==> src/rtl/keypad_pkg.sv <==
`default_nettype none
// ============================================================================
// Module      : keypad_pkg
// Description : Shared types and constants for the 4x4 matrix keypad scanner.
// Revision    : 1.0 - initial release
// ============================================================================
package keypad_pkg;

    typedef enum logic [2:0] {
        ST_SCAN     = 3'd0,
        ST_DEBOUNCE = 3'd1,
        ST_EMIT     = 3'd2,
        ST_HOLD     = 3'd3,
        ST_RELEASE  = 3'd4
    } kp_state_t;

    localparam int c_SCAN_DIV_DEFAULT     = 48000;
    localparam int c_DEBOUNCE_CYC_DEFAULT = 480000;

    // Indexed by {row, col}; entry 0 is the top-left key.
    localparam logic [15:0][3:0] c_KEY_MAP = {
        4'hD, 4'hF, 4'h0, 4'hE,
        4'hC, 4'h9, 4'h8, 4'h7,
        4'hB, 4'h6, 4'h5, 4'h4,
        4'hA, 4'h3, 4'h2, 4'h1
    };

    function automatic logic [1:0] lowest_low_col(input logic [3:0] c);
        if (!c[0])      return 2'd0;
        else if (!c[1]) return 2'd1;
        else if (!c[2]) return 2'd2;
        else            return 2'd3;
    endfunction

endpackage
`default_nettype wire

==> src/rtl/sync2.sv <==
`default_nettype none
// ============================================================================
// Module      : sync2
// Description : Two-flop synchronizer, resets to all-ones (idle pulled-up).
// Revision    : 1.0 - initial release
// ============================================================================
module sync2 #(
    parameter int WIDTH = 4
) (
    input  logic             clk,
    input  logic             reset,
    input  logic [WIDTH-1:0] i_d,
    output logic [WIDTH-1:0] o_q
);

    logic [WIDTH-1:0] r_meta;
    logic [WIDTH-1:0] r_sync;

    always_ff @(posedge clk) begin
        if (reset) begin
            r_meta <= '1;
            r_sync <= '1;
        end else begin
            r_meta <= i_d;
            r_sync <= r_meta;
        end
    end

    assign o_q = r_sync;

endmodule
`default_nettype wire

==> src/rtl/keypad_scanner.sv <==
`default_nettype none
// ============================================================================
// Module      : keypad_scanner
// Description : 4x4 keypad row scanner with press/release debounce.
// Revision    : 1.0 - initial release
// ============================================================================
module keypad_scanner
    import keypad_pkg::*;
#(
    parameter int SCAN_DIV     = c_SCAN_DIV_DEFAULT,
    parameter int DEBOUNCE_CYC = c_DEBOUNCE_CYC_DEFAULT
) (
    input  logic       clk,
    input  logic       reset,
    input  logic [3:0] cols,
    output logic [3:0] rows,
    output logic [3:0] key_code,
    output logic       key_valid,
    output logic       key_held
);

    localparam int c_DIV_W = (SCAN_DIV > 1) ? $clog2(SCAN_DIV) : 1;
    localparam int c_CNT_W = $clog2(DEBOUNCE_CYC + 1);
    localparam logic [c_DIV_W-1:0] c_DIV_LAST = c_DIV_W'(SCAN_DIV - 1);
    localparam logic [c_CNT_W-1:0] c_CNT_LAST = c_CNT_W'(DEBOUNCE_CYC - 1);

    logic [3:0]         w_scols;
    kp_state_t          r_state,    w_state_nxt;
    logic [1:0]         r_row,      w_row_nxt;
    logic [1:0]         r_col,      w_col_nxt;
    logic [c_DIV_W-1:0] r_div,      w_div_nxt;
    logic [c_CNT_W-1:0] r_cnt,      w_cnt_nxt;
    logic [3:0]         r_key_code, w_code_nxt;
    logic               r_key_valid, w_valid_nxt;
    logic               r_key_held,  w_held_nxt;

    sync2 #(
        .WIDTH (4)
    ) u_sync (
        .clk   (clk),
        .reset (reset),
        .i_d   (cols),
        .o_q   (w_scols)
    );

    always_ff @(posedge clk) begin
        if (reset) begin
            r_state     <= ST_SCAN;
            r_row       <= 2'd0;
            r_col       <= 2'd0;
            r_div       <= '0;
            r_cnt       <= '0;
            r_key_code  <= 4'h0;
            r_key_valid <= 1'b0;
            r_key_held  <= 1'b0;
        end else begin
            r_state     <= w_state_nxt;
            r_row       <= w_row_nxt;
            r_col       <= w_col_nxt;
            r_div       <= w_div_nxt;
            r_cnt       <= w_cnt_nxt;
            r_key_code  <= w_code_nxt;
            r_key_valid <= w_valid_nxt;
            r_key_held  <= w_held_nxt;
        end
    end

    always_comb begin
        w_state_nxt = r_state;
        w_row_nxt   = r_row;
        w_col_nxt   = r_col;
        w_div_nxt   = r_div;
        w_cnt_nxt   = r_cnt;
        w_code_nxt  = r_key_code;
        w_valid_nxt = 1'b0;
        w_held_nxt  = r_key_held;

        case (r_state)
            ST_SCAN: begin
                // Columns are only trusted at slot end, after the synchronizer settles.
                if (r_div == c_DIV_LAST) begin
                    if (w_scols != 4'hF) begin
                        w_state_nxt = ST_DEBOUNCE;
                        w_col_nxt   = lowest_low_col(w_scols);
                        w_cnt_nxt   = '0;
                    end else begin
                        w_row_nxt = r_row + 2'd1;
                        w_div_nxt = '0;
                    end
                end else begin
                    w_div_nxt = r_div + 1'b1;
                end
            end

            ST_DEBOUNCE: begin
                if (w_scols[r_col]) begin
                    w_state_nxt = ST_SCAN;
                    w_row_nxt   = r_row + 2'd1;
                    w_div_nxt   = '0;
                    w_cnt_nxt   = '0;
                end else if (r_cnt >= c_CNT_LAST) begin
                    w_state_nxt = ST_EMIT;
                    w_code_nxt  = c_KEY_MAP[{r_row, r_col}];
                    w_valid_nxt = 1'b1;
                    w_held_nxt  = 1'b1;
                end else begin
                    w_cnt_nxt = r_cnt + 1'b1;
                end
            end

            ST_EMIT: begin
                w_state_nxt = ST_HOLD;
                w_cnt_nxt   = '0;
            end

            ST_HOLD: begin
                if (w_scols == 4'hF) begin
                    w_state_nxt = ST_RELEASE;
                    w_cnt_nxt   = '0;
                end
            end

            ST_RELEASE: begin
                if (w_scols != 4'hF) begin
                    w_state_nxt = ST_HOLD;
                    w_cnt_nxt   = '0;
                end else if (r_cnt >= c_CNT_LAST) begin
                    w_state_nxt = ST_SCAN;
                    w_held_nxt  = 1'b0;
                    w_row_nxt   = r_row + 2'd1;
                    w_div_nxt   = '0;
                    w_cnt_nxt   = '0;
                end else begin
                    w_cnt_nxt = r_cnt + 1'b1;
                end
            end

            default: begin
                w_state_nxt = ST_SCAN;
            end
        endcase
    end

    always_comb begin
        rows = ~(4'b0001 << r_row);
    end

    assign key_code  = r_key_code;
    assign key_valid = r_key_valid;
    assign key_held  = r_key_held;

endmodule
`default_nettype wire

==> config.mk <==
export PLATFORM = sky130hd
export DESIGN_NAME = keypad_scanner
export DESIGN_NICKNAME = d
export VERILOG_FILES = /design/src/rtl/keypad_pkg.sv /design/src/rtl/sync2.sv /design/src/rtl/keypad_scanner.sv
export SDC_FILE = /design/constraint.sdc
export NUM_CORES = 1
export LEC_CHECK = 0
export CAP_MARGIN = 20
export CORE_MARGIN = 2
export CORE_UTILIZATION = 43
export DETAILED_ROUTE_END_ITERATION = 10
export GPL_TIMING_DRIVEN = 0
export PLACE_DENSITY_LB_ADDON = 0.25
export SKIP_CTS_REPAIR_TIMING = 1
export SLEW_MARGIN = 10
export SYNTH_ARGS = -nofsm -noshare
export SYNTH_HDL_FRONTEND = slang
export SYNTH_SLANG_ARGS = --single-unit
==> constraint.sdc <==
create_clock -name clk -period 2.4 [get_ports clk]
set_clock_uncertainty 0.2 [all_clocks]
set_input_delay 0.48 -clock clk [delete_from_list [all_inputs] [get_ports clk]]
set_output_delay 0.48 -clock clk [all_outputs]
set_load 0.05 [all_outputs]
Yosys cells after proc, flatten, opt, wreduce, memory -nomap -nowiden. Memories as Yosys holds them, arrays and structs flattened. A register that Yosys moved wholly into a read port is not among the register bits. Cells that the tools add are included. W data, S select, Z words.

Bits in read-only memories: 64. Memories: 1. Register bits: 52. Latch bits: 0. Input port bits: 6. Bits in writable memories: 0.

$add $sub $neg: 3. Shifts and indexed selects: 1. Multiplexer cells: 39. Divide/modulo/power cells: 0. Bitwise gates (word level): 3. Eq/ne operators: 20. Reductions and logical operators: 12. $mul: 0. Order comparisons: 2.

Memory list: (no name shown) (depth 16, width 4, read ports 1, clocked after Yosys merged registers in 1, write ports 0, RTL line keypad_scanner.sv:103) `w_code_nxt = c_KEY_MAP[{r_row, r_col}];`.

Operators by type and width (count): $mux W19 (7); $pmux W19 S5 (1); $mux W16 (5); $pmux W16 S3 (1); $mux W3 (7); $reduce_and A5 Y1 (4); $add A19 B1 Y19 const B (1); $ge A19 B19 Y1 const B (1); $ne A2 B2 Y1 const B (9); $add A16 B1 Y16 const B (1); $eq A16 B16 Y1 const B (1); $pmux W3 S5 (1); $mux W2 (7); $ne A3 B3 Y1 const B (4); $mux W1 (7); $eq A3 B2 Y1 const B (2); $pmux W2 S3 (1); $reduce_and A3 Y1 (2); $reduce_and A6 Y1 (1); $reduce_bool A5 Y1 (1); $eq A4 B4 Y1 const B (1); $ne A4 B4 Y1 const B (1); $not A4 Y4 (1); $shl A1 B2 Y4 const A (1); 11 further kinds (12).

Depth between registers and ports, before layout.
Depth in word-level cells: 4. Mapped depth: 10. Depth with buffers taken out: 8.

Modules after synthesis. From an unflattened synthesis, not the netlist that was laid out.

Cells, all modules: 360. Area, all modules: 2994.1 µm².

By module, submodules not included: keypad_scanner (area each 2783.9 µm², sequential area each 960.9 µm², times used 1, cells each 344); sync2 (area each 210.2 µm², sequential area each 160.2 µm², times used 1, cells each 16).

Least setup slack after synthesis. No wires, ideal clock.

Path kind: register to register. From: reg r_div[0]. To: reg r_row[0]. Data arrival time: 2.038 ns. Slack: 0.038 ns. Period minus slack after synthesis: 2.362 ns. Buffers on the path: 0. Stages on the path, launching flop included: 9. Library setup time: 0.123 ns. Cell sequence: dfxtp_1 ha_1 and3_1 nand3_2 o31ai_2 nor2_1 a211oi_2 nor2_1 mux2_1.

Longest elaborated chain between the ends: 3.

RTL lines: from (decl) (RTL line keypad_scanner.sv:31) `logic [c_DIV_W-1:0] r_div, w_div_nxt;`; from (signal assigned) (RTL line keypad_scanner.sv:60) `r_div <= w_div_nxt;`; $eq A16 B16 Y1 (RTL line keypad_scanner.sv:81) `if (r_div == c_DIV_LAST) begin`; $ne A2 B2 Y1 (no source line); $reduce_and A6 Y1 (no source line); to (signal assigned) (RTL line keypad_scanner.sv:58) `r_row <= w_row_nxt;`; to (decl) (RTL line keypad_scanner.sv:29) `logic [1:0] r_row, w_row_nxt;`.

No other way between the ends. A chain may end at the register's enable or synchronous reset.

Worst setup path after layout.
From: reg r_cnt[1]. To: reg r_div[6].

Longest elaborated chain between the ends: 3.

RTL lines: from (decl) (RTL line keypad_scanner.sv:32) `logic [c_CNT_W-1:0] r_cnt, w_cnt_nxt;`; from (signal assigned) (RTL line keypad_scanner.sv:61) `r_cnt <= w_cnt_nxt;`; $ge A19 B19 Y1 (RTL line keypad_scanner.sv:127) `end else if (r_cnt >= c_CNT_LAST) begin`; $ne A2 B2 Y1 (no source line); $reduce_and A5 Y1 (no source line).

No other way between the ends.

==> impl_metrics.toml <==
[cells_and_area]
area.growth.synth_to_final_pct = 25.54
layout-drive-gt1-share_pct = 25.31
stdcell_area_sq_um = 3807
num_antenna_cells = 0
fill_cells = 625
final_net_count = 423

[detailed_routing]
vias_per_cell = 5.368
wl_per_cell_um = 14.10
drt-total-wl_mm = 7.094
vias = 2700
drc_errors = 0
initialDrtViolationCount = 103
dr.pass1.iters = 4
ant_nets = 0

[placed_design]
port_buffers = 15
dpl_cell_area_sq_um = 3303
post-place-ws_ns = -0.5197
place_hpwl_mm = 4.706
gp_congestion = 0.8209

[pwr]
switchingPower_uw = 577.2
comb_power_share_pct = 20.5
power.density_nw_per_um2 = 498.2
swShare_pct = 30.43
seq_power_share_pct = 52.2
irDropWorstVdd_v = 0.0002682
leakage_uw = 0.001286
p_int_uw = 1320
clockPowerShare_pct = 27.3

[synth]
ys_types = 55
synthFlopType = "dfxtp_1"
netlist_instances = 364
yosysSeqAreaShare_pct = 36.96
synth.top_cells.by_area = "dfxtp_1 37%, nor2_1 5.9%, xnor2_1 4.9%"
syn_nets = 381
syn-cell-area_sq_um = 3033
yosysMostFrequentCell = "dfxtp_1"
synth_seq_cells = 56
syn_avg_cell_area_sq_um = 8.332
synth_top_area_share_pct = 36.96
yosysTopAreaCell = "dfxtp_1"
ys_warn_count = 0
ys_async_sr_fraction_pct = 0
synth_edf_count = 0
ys_top_cells_by_count = "56 x dfxtp_1, 48 x nor2_1, 25 x nand2_1"

[timing]
relSlewSlack_pct = 51.09
setup-violations-final = 1
post-route-period-util_pct = 100.5
rsz0062_at_grt = "yes"
tightestPinTransition_ns = 0.7337
fin_tns_setup_ns = -0.01127
hold_violations = 0
max_freq_ghz = 0.4147
fin_crit_ns = 2.411
maxSlewViolCount = 0
timing.final.ws_setup_ns = -0.01127

[floorplanning]
die_y_um = 87.99
die_x_um = 87.99
start_util_pct = 44.64
placementRows = 30
core_area_sq_um = 6794
io_pins = 16
dieArea_sq_um = 7741

[grt]
grt_pass1_vias = 2430
grt_antenna_before_repair = 0
grt_pass1_wl_mm = 11.33
overflow = 0
grt_max_degree = 18
grt_util_all_layers_pct = 18.28

[clock_tree]
clock_sinks = 56
htree_levels = 2
cts_made_buffers = 5
path_clk_slew_ns = 0.10
tritoncts = "done"
clockRootBuffer = "clkbuf_8"
clock_path_buffers = 2
worst_skew_pair.late_latency_ns = 0.31

[worst_hold_path]
hp-class = "flop to flop"

[critical_path]
start_kind = "flop"
worstPathMaxFanout = 5
reg2reg_slack_ns = -0.01
worstSetupPathType = "flop to flop"
required_ns = 2.43
worstPathArrival_ns = 2.44
setup.worst_path.end_class = "flop"

[run_status]
violations = "setup timing"
status = "finished, violations left"

[job]
drv_cap = 0
## per-layer routing
metal	share of wire [%]	GRT usage (%)	vias up	wire length (um)
li1	-	-	1376	-
met1	50	25.23	1286	3537
met2	47	29.68	33	3349
met3	2.2	2.828	5	156
met4	0.72	5.175	0	51
met5	0	0	-	0
## worst paths after layout
kind	to	startpoint	cells after the start
min reg2reg	u_sync.o_q[1]	u_sync.r_meta[1]	1
max reg2reg	r_div[6]	r_cnt[1]	9
min	u_sync.o_q[1]	u_sync.r_meta[1]	1
max	r_div[6]	r_cnt[1]	9
## layout by cell type, fill, tap and decap left out, types with 3 or more instances in the layout
| cell | synthesis | layout |
|---|---|---|
| dfxtp_1 | 56 | 47 |
| nor2_1 | 48 | 46 |
| nand2_1 | 25 | 25 |
| buf_4 | 2 | 20 |
| a21oi_1 | 22 | 19 |
| xnor2_1 | 17 | 17 |
| nand3_1 | 15 | 14 |
| inv_1 | 13 | 13 |
| clkdlybuf4s50_1 | 0 | 11 |
| nand4_1 | 10 | 10 |
| o21ai_0 | 12 | 10 |
| nor3_1 | 14 | 9 |
| ha_1 | 11 | 9 |
| clkbuf_1 | 11 | 8 |
| or2_2 | 8 | 8 |
| and3_1 | 8 | 7 |
| nor3_2 | 3 | 6 |
| nand2b_1 | 6 | 6 |
| buf_6 | 1 | 6 |
| a311oi_2 | 0 | 6 |
| dfxtp_2 | 0 | 6 |
| clkbuf_2 | 0 | 5 |
| a211oi_1 | 6 | 5 |
| clkbuf_8 | 0 | 5 |
| a21oi_2 | 2 | 4 |
| nor2b_1 | 4 | 4 |
| a31oi_1 | 4 | 4 |
| a311oi_1 | 10 | 4 |
| buf_2 | 7 | 3 |
| and2_1 | 3 | 3 |
| o21ai_1 | 1 | 3 |
| nor4b_2 | 4 | 3 |
| or3_1 | 3 | 3 |
| mux2i_1 | 3 | 3 |
| nor4_1 | 3 | 3 |
| dfxtp_4 | 0 | 3 |
## area by class of cell
class	instances	area (sq um)	share of cell area, %
multi-input cells	273	1967	51.66
well taps	96	120.1	3.155
repair buffers	36	311.5	8.183
flip-flops and latches	56	1140	29.94
plain buffers	21	133.9	3.516
clock buffers	6	72.57	1.906
clock inverters	2	13.76	0.3615
inverters	13	48.80	1.282
## stage by stage
| stage | total power [uW] | cells | util [%] | hold WS [ns] |
|---|---|---|---|---|
| final | 1897 | 503 | 56.04 | 0.2199 |
| after global routing | 1997 | 503 | 56.04 | 0.2366 |
| after CTS | 1835 | 483 | 49.89 | 0.2233 |
| after detailed placement | 1312 | 475 | 48.62 | 0.1987 |
| after global placement | 1305 | 475 | 48.62 | 0.1899 |
| after floorplan | 1222 | 364 | - | 0.1895 |
## power groups by stage
stage               sequential [uW]  clock [uW]  combinational (uW)
finish                          990         518                 389
global route                    994         581                 422
CTS                             984         542                 309
detailed placement             1000           0                 308
global placement               1000           0                 301
floorplan                       997           0                 225
## logic make-up (layout without fill, tap and decap cells)
group	after synthesis	count (layout)	synth area share, %
AO/OA/AOI/OAI	73	73	16.34
multiplexers	6	6	2.846
adder cells (fa/ha/maj)	11	11	4.538
flip-flops	56	56	36.96
AND/OR/NAND/NOR	166	166	29.29
buffers and inverters	35	78	5.115
XOR/XNOR	17	17	4.909
## critical path: stages (launching register included)
cell       delay (ns)
dfxtp_2          0.37
ha_4             0.14
nand2b_1         0.07
a211oi_2         0.24
o2111ai_2        0.25
a21oi_2          0.28
a211oi_4         0.10
buf_6            0.15
or4_1            0.39
a21oi_1          0.14
## state kept, by name (all words and copies together) (netlist names)
signal / cells
r_cnt: 19
u_sync.r_meta: 4
r_col: 2
r_div: 16
r_state: 3
u_sync.o_q: 4
key_valid: 1
key_held: 1
key_code: 4
r_row: 2
No activity file was read; power rests on OpenSTA's default activity.
==> edit: new RTL, config.mk and constraints unchanged <==
Remove the register `r_key_valid`: a continuous assignment takes its place, so the output `key_valid` follows one clock earlier.
--- a/src/rtl/keypad_scanner.sv
+++ b/src/rtl/keypad_scanner.sv
@@ -51,7 +51,6 @@
             r_div       <= '0;
             r_cnt       <= '0;
             r_key_code  <= 4'h0;
-            r_key_valid <= 1'b0;
             r_key_held  <= 1'b0;
         end else begin
             r_state     <= w_state_nxt;
@@ -60,10 +59,11 @@
             r_div       <= w_div_nxt;
             r_cnt       <= w_cnt_nxt;
             r_key_code  <= w_code_nxt;
-            r_key_valid <= w_valid_nxt;
             r_key_held  <= w_held_nxt;
         end
     end
+
+    assign r_key_valid = w_valid_nxt;
 
     always_comb begin
         w_state_nxt = r_state;
Formal check against the unedited RTL: no difference found for any inputs over 10 cycles, from zero or initial values and one cycle with reset high; that may be too few to reach the edited logic, so the function may still have changed.
==> edit against the original RTL <==
The flow still finishes with violations (negative setup slack). Sequential cell count decreased by 1. Final area increased by 3.7%. First-iteration DRC count increased by 40%. Worst setup slack got worse by 0.11 ns. Power increased by 6.1%. Area after synthesis increased by 4.0%. Wire length increased by 9.9%. Utilization decreased by 1.0 points. Critical path type is now flip-flop to output port. Largest power group unchanged. Highest routed layer unchanged.
==> edit: results (changes against the original RTL) <==
Leak -> 1.43 nW (+11%)
RD Place Congestion -> 0.875 (+6.6%)
Clock root buffer -> clkbuf_8
Final Hold Viols -> 0 (unchanged)
Status -> finished with violations
Final setup violation count -> 9 (+8)
Final setup slack of the worst path -> -0.123 ns (-0.111 ns)
Fillers -> 665 (+6.4%)
Drt initial violations -> 144 (+40%)
HPWL after DPL -> 5210 microns (+11%)
Ant. Diodes -> 0 (unchanged)
First-pass GRT wire length -> 11,600 microns (+2.4%)
Worst hold start -> u_sync.r_meta[2]
Largest registers -> r_cnt: 19 flops, r_div: 16 flops
Max VDD drop -> 0.331 mV (+23%)
Final net count -> 443 (+4.7%)
Number of global-route vias before repair -> 2,430 (unchanged)
Count of cell types in the netlist -> 57 (+3.6%)
Worst-margin pin slew -> 0.682 ns (-0.0521 ns)
Share of layout cells above drive strength 1 -> 25.3% (about the same)
Hold/Removal Path Class -> flip-flop to flip-flop
Via/cell ratio -> 5.73 (+6.8%)
Net Count, Synth -> 403 (+5.8%)
Pre-antenna DRT Iters -> 6 (+2)
Failing checks -> negative setup slack
Final Cell Area -> 3950 sq um (+3.7%)
Largest cells by area after synthesis -> dfxtp_1 (35%), a21oi_1 (5.4%), ha_1 (4.4%), o21ai_0 (4.1%), nand3_1 (4.0%)
Post-synthesis sequential area ratio -> 34.9% (-2.1 points)
Placed cell area -> 3430 sq um (+3.8%)
Mean post-synth cell area -> 8.17 sq um (-1.9%)
Worst r2r src -> r_cnt[1]
WL/cell -> 14.8 microns (+5.1%)
H-tree levels -> 2 (unchanged)
Clock-pin transition on the worst setup and hold timing paths -> 0.09 ns
Overall Global Routing Usage -> 18.4% (+0.078 points)
Largest net degree at the start of global routing -> 17 (-1)
Crit path max fanout -> 4 (-1)
Cell total after placement -> 500 (+5.3%)
Worst-Skew Late Latency -> 0.31 ns (about the same)
Number of buffers created by CTS -> 5 (unchanged)
Initial antenna violation count -> 0 (unchanged)
Non-Filler Instances -> 526 (+4.6%)
Crit path from -> r_col[1]
Sum Neg Setup Slack -> -0.796 ns (-0.785 ns)
Ys async rst share -> 0% (unchanged)
Ys flop type -> dfxtp_1
Most common library cells after synthesis -> dfxtp_1 (55), a21oi_1 (34), nor2_1 (33)
Crit path DAT -> 1.84 ns (-0.60 ns)
## edit: cell type report
cell class,instances,area share (%)
flip-flops and latches,55,28.5
well taps,99,3.14
multi-input cells,291,52.6
plain buffers,21,3.52
clock inverters,2,0.887
inverters,17,1.74
repair buffers,35,7.60
clock buffers,6,2.09
## edit: path summary, 6_finish.rpt
check | end | slack (ns) | cells after the start
max | key_valid | -0.12 | 5
min | u_sync.o_q[2] | 0.22 | 1
max reg2reg | r_cnt[14] | -0.11 | 10
min reg2reg | u_sync.o_q[2] | 0.22 | 1
## edit: critical path, cell delays in order (launching register included)
cell and delay, ns:
dfxtp_4 0.36, mux4_2 0.57, nor4_4 0.22, o211ai_4 0.16, clkinv_4 0.09, buf_8 0.14
## edit: logic make-up (layout without fill, tap and decap cells)
logic type | Yosys count | count (layout) | share of synthesized area (%)
DFF | 55 | 55 | 34.9
adders and majority gates | 11 | 11 | 4.36
buffers and inverters | 40 | 81 | 5.59
and+or+nand+nor | 162 | 162 | 28.2
AOI/OAI and AO/OA | 106 | 106 | 22.6
xor gates and xnor gates | 6 | 6 | 1.67
muxes | 6 | 6 | 2.70
## edit: power breakdown
| part | switching, mW | leakage (nW) | internal, mW | total [mW] |
|---|---|---|---|---|
| registers | 0.0377 | 0.452 | 0.939 | 0.976 |
| logic | 0.237 | 0.914 | 0.154 | 0.391 |
| clock network | 0.308 | 0.0612 | 0.338 | 0.646 |
## edit: per-stage QoR
stage                     setup WS, ns  hold slack [ns]
after floorplan                 0.0403            0.189
after global placement          -0.668            0.192
after detailed placement        -0.670            0.192
after CTS                        -1.04            0.217
after global routing            -0.198            0.233
final                           -0.123            0.216
## edit: layer usage
metal / track usage (%) / up-vias / wire length [microns]
met2: 30.4 / 50 / 3810
li1: - / 1504 / -
met3: 3.02 / 7 / 194
met5: 0 / - / 0
met1: 25.1 / 1454 / 3710
met4: 4.34 / 0 / 76
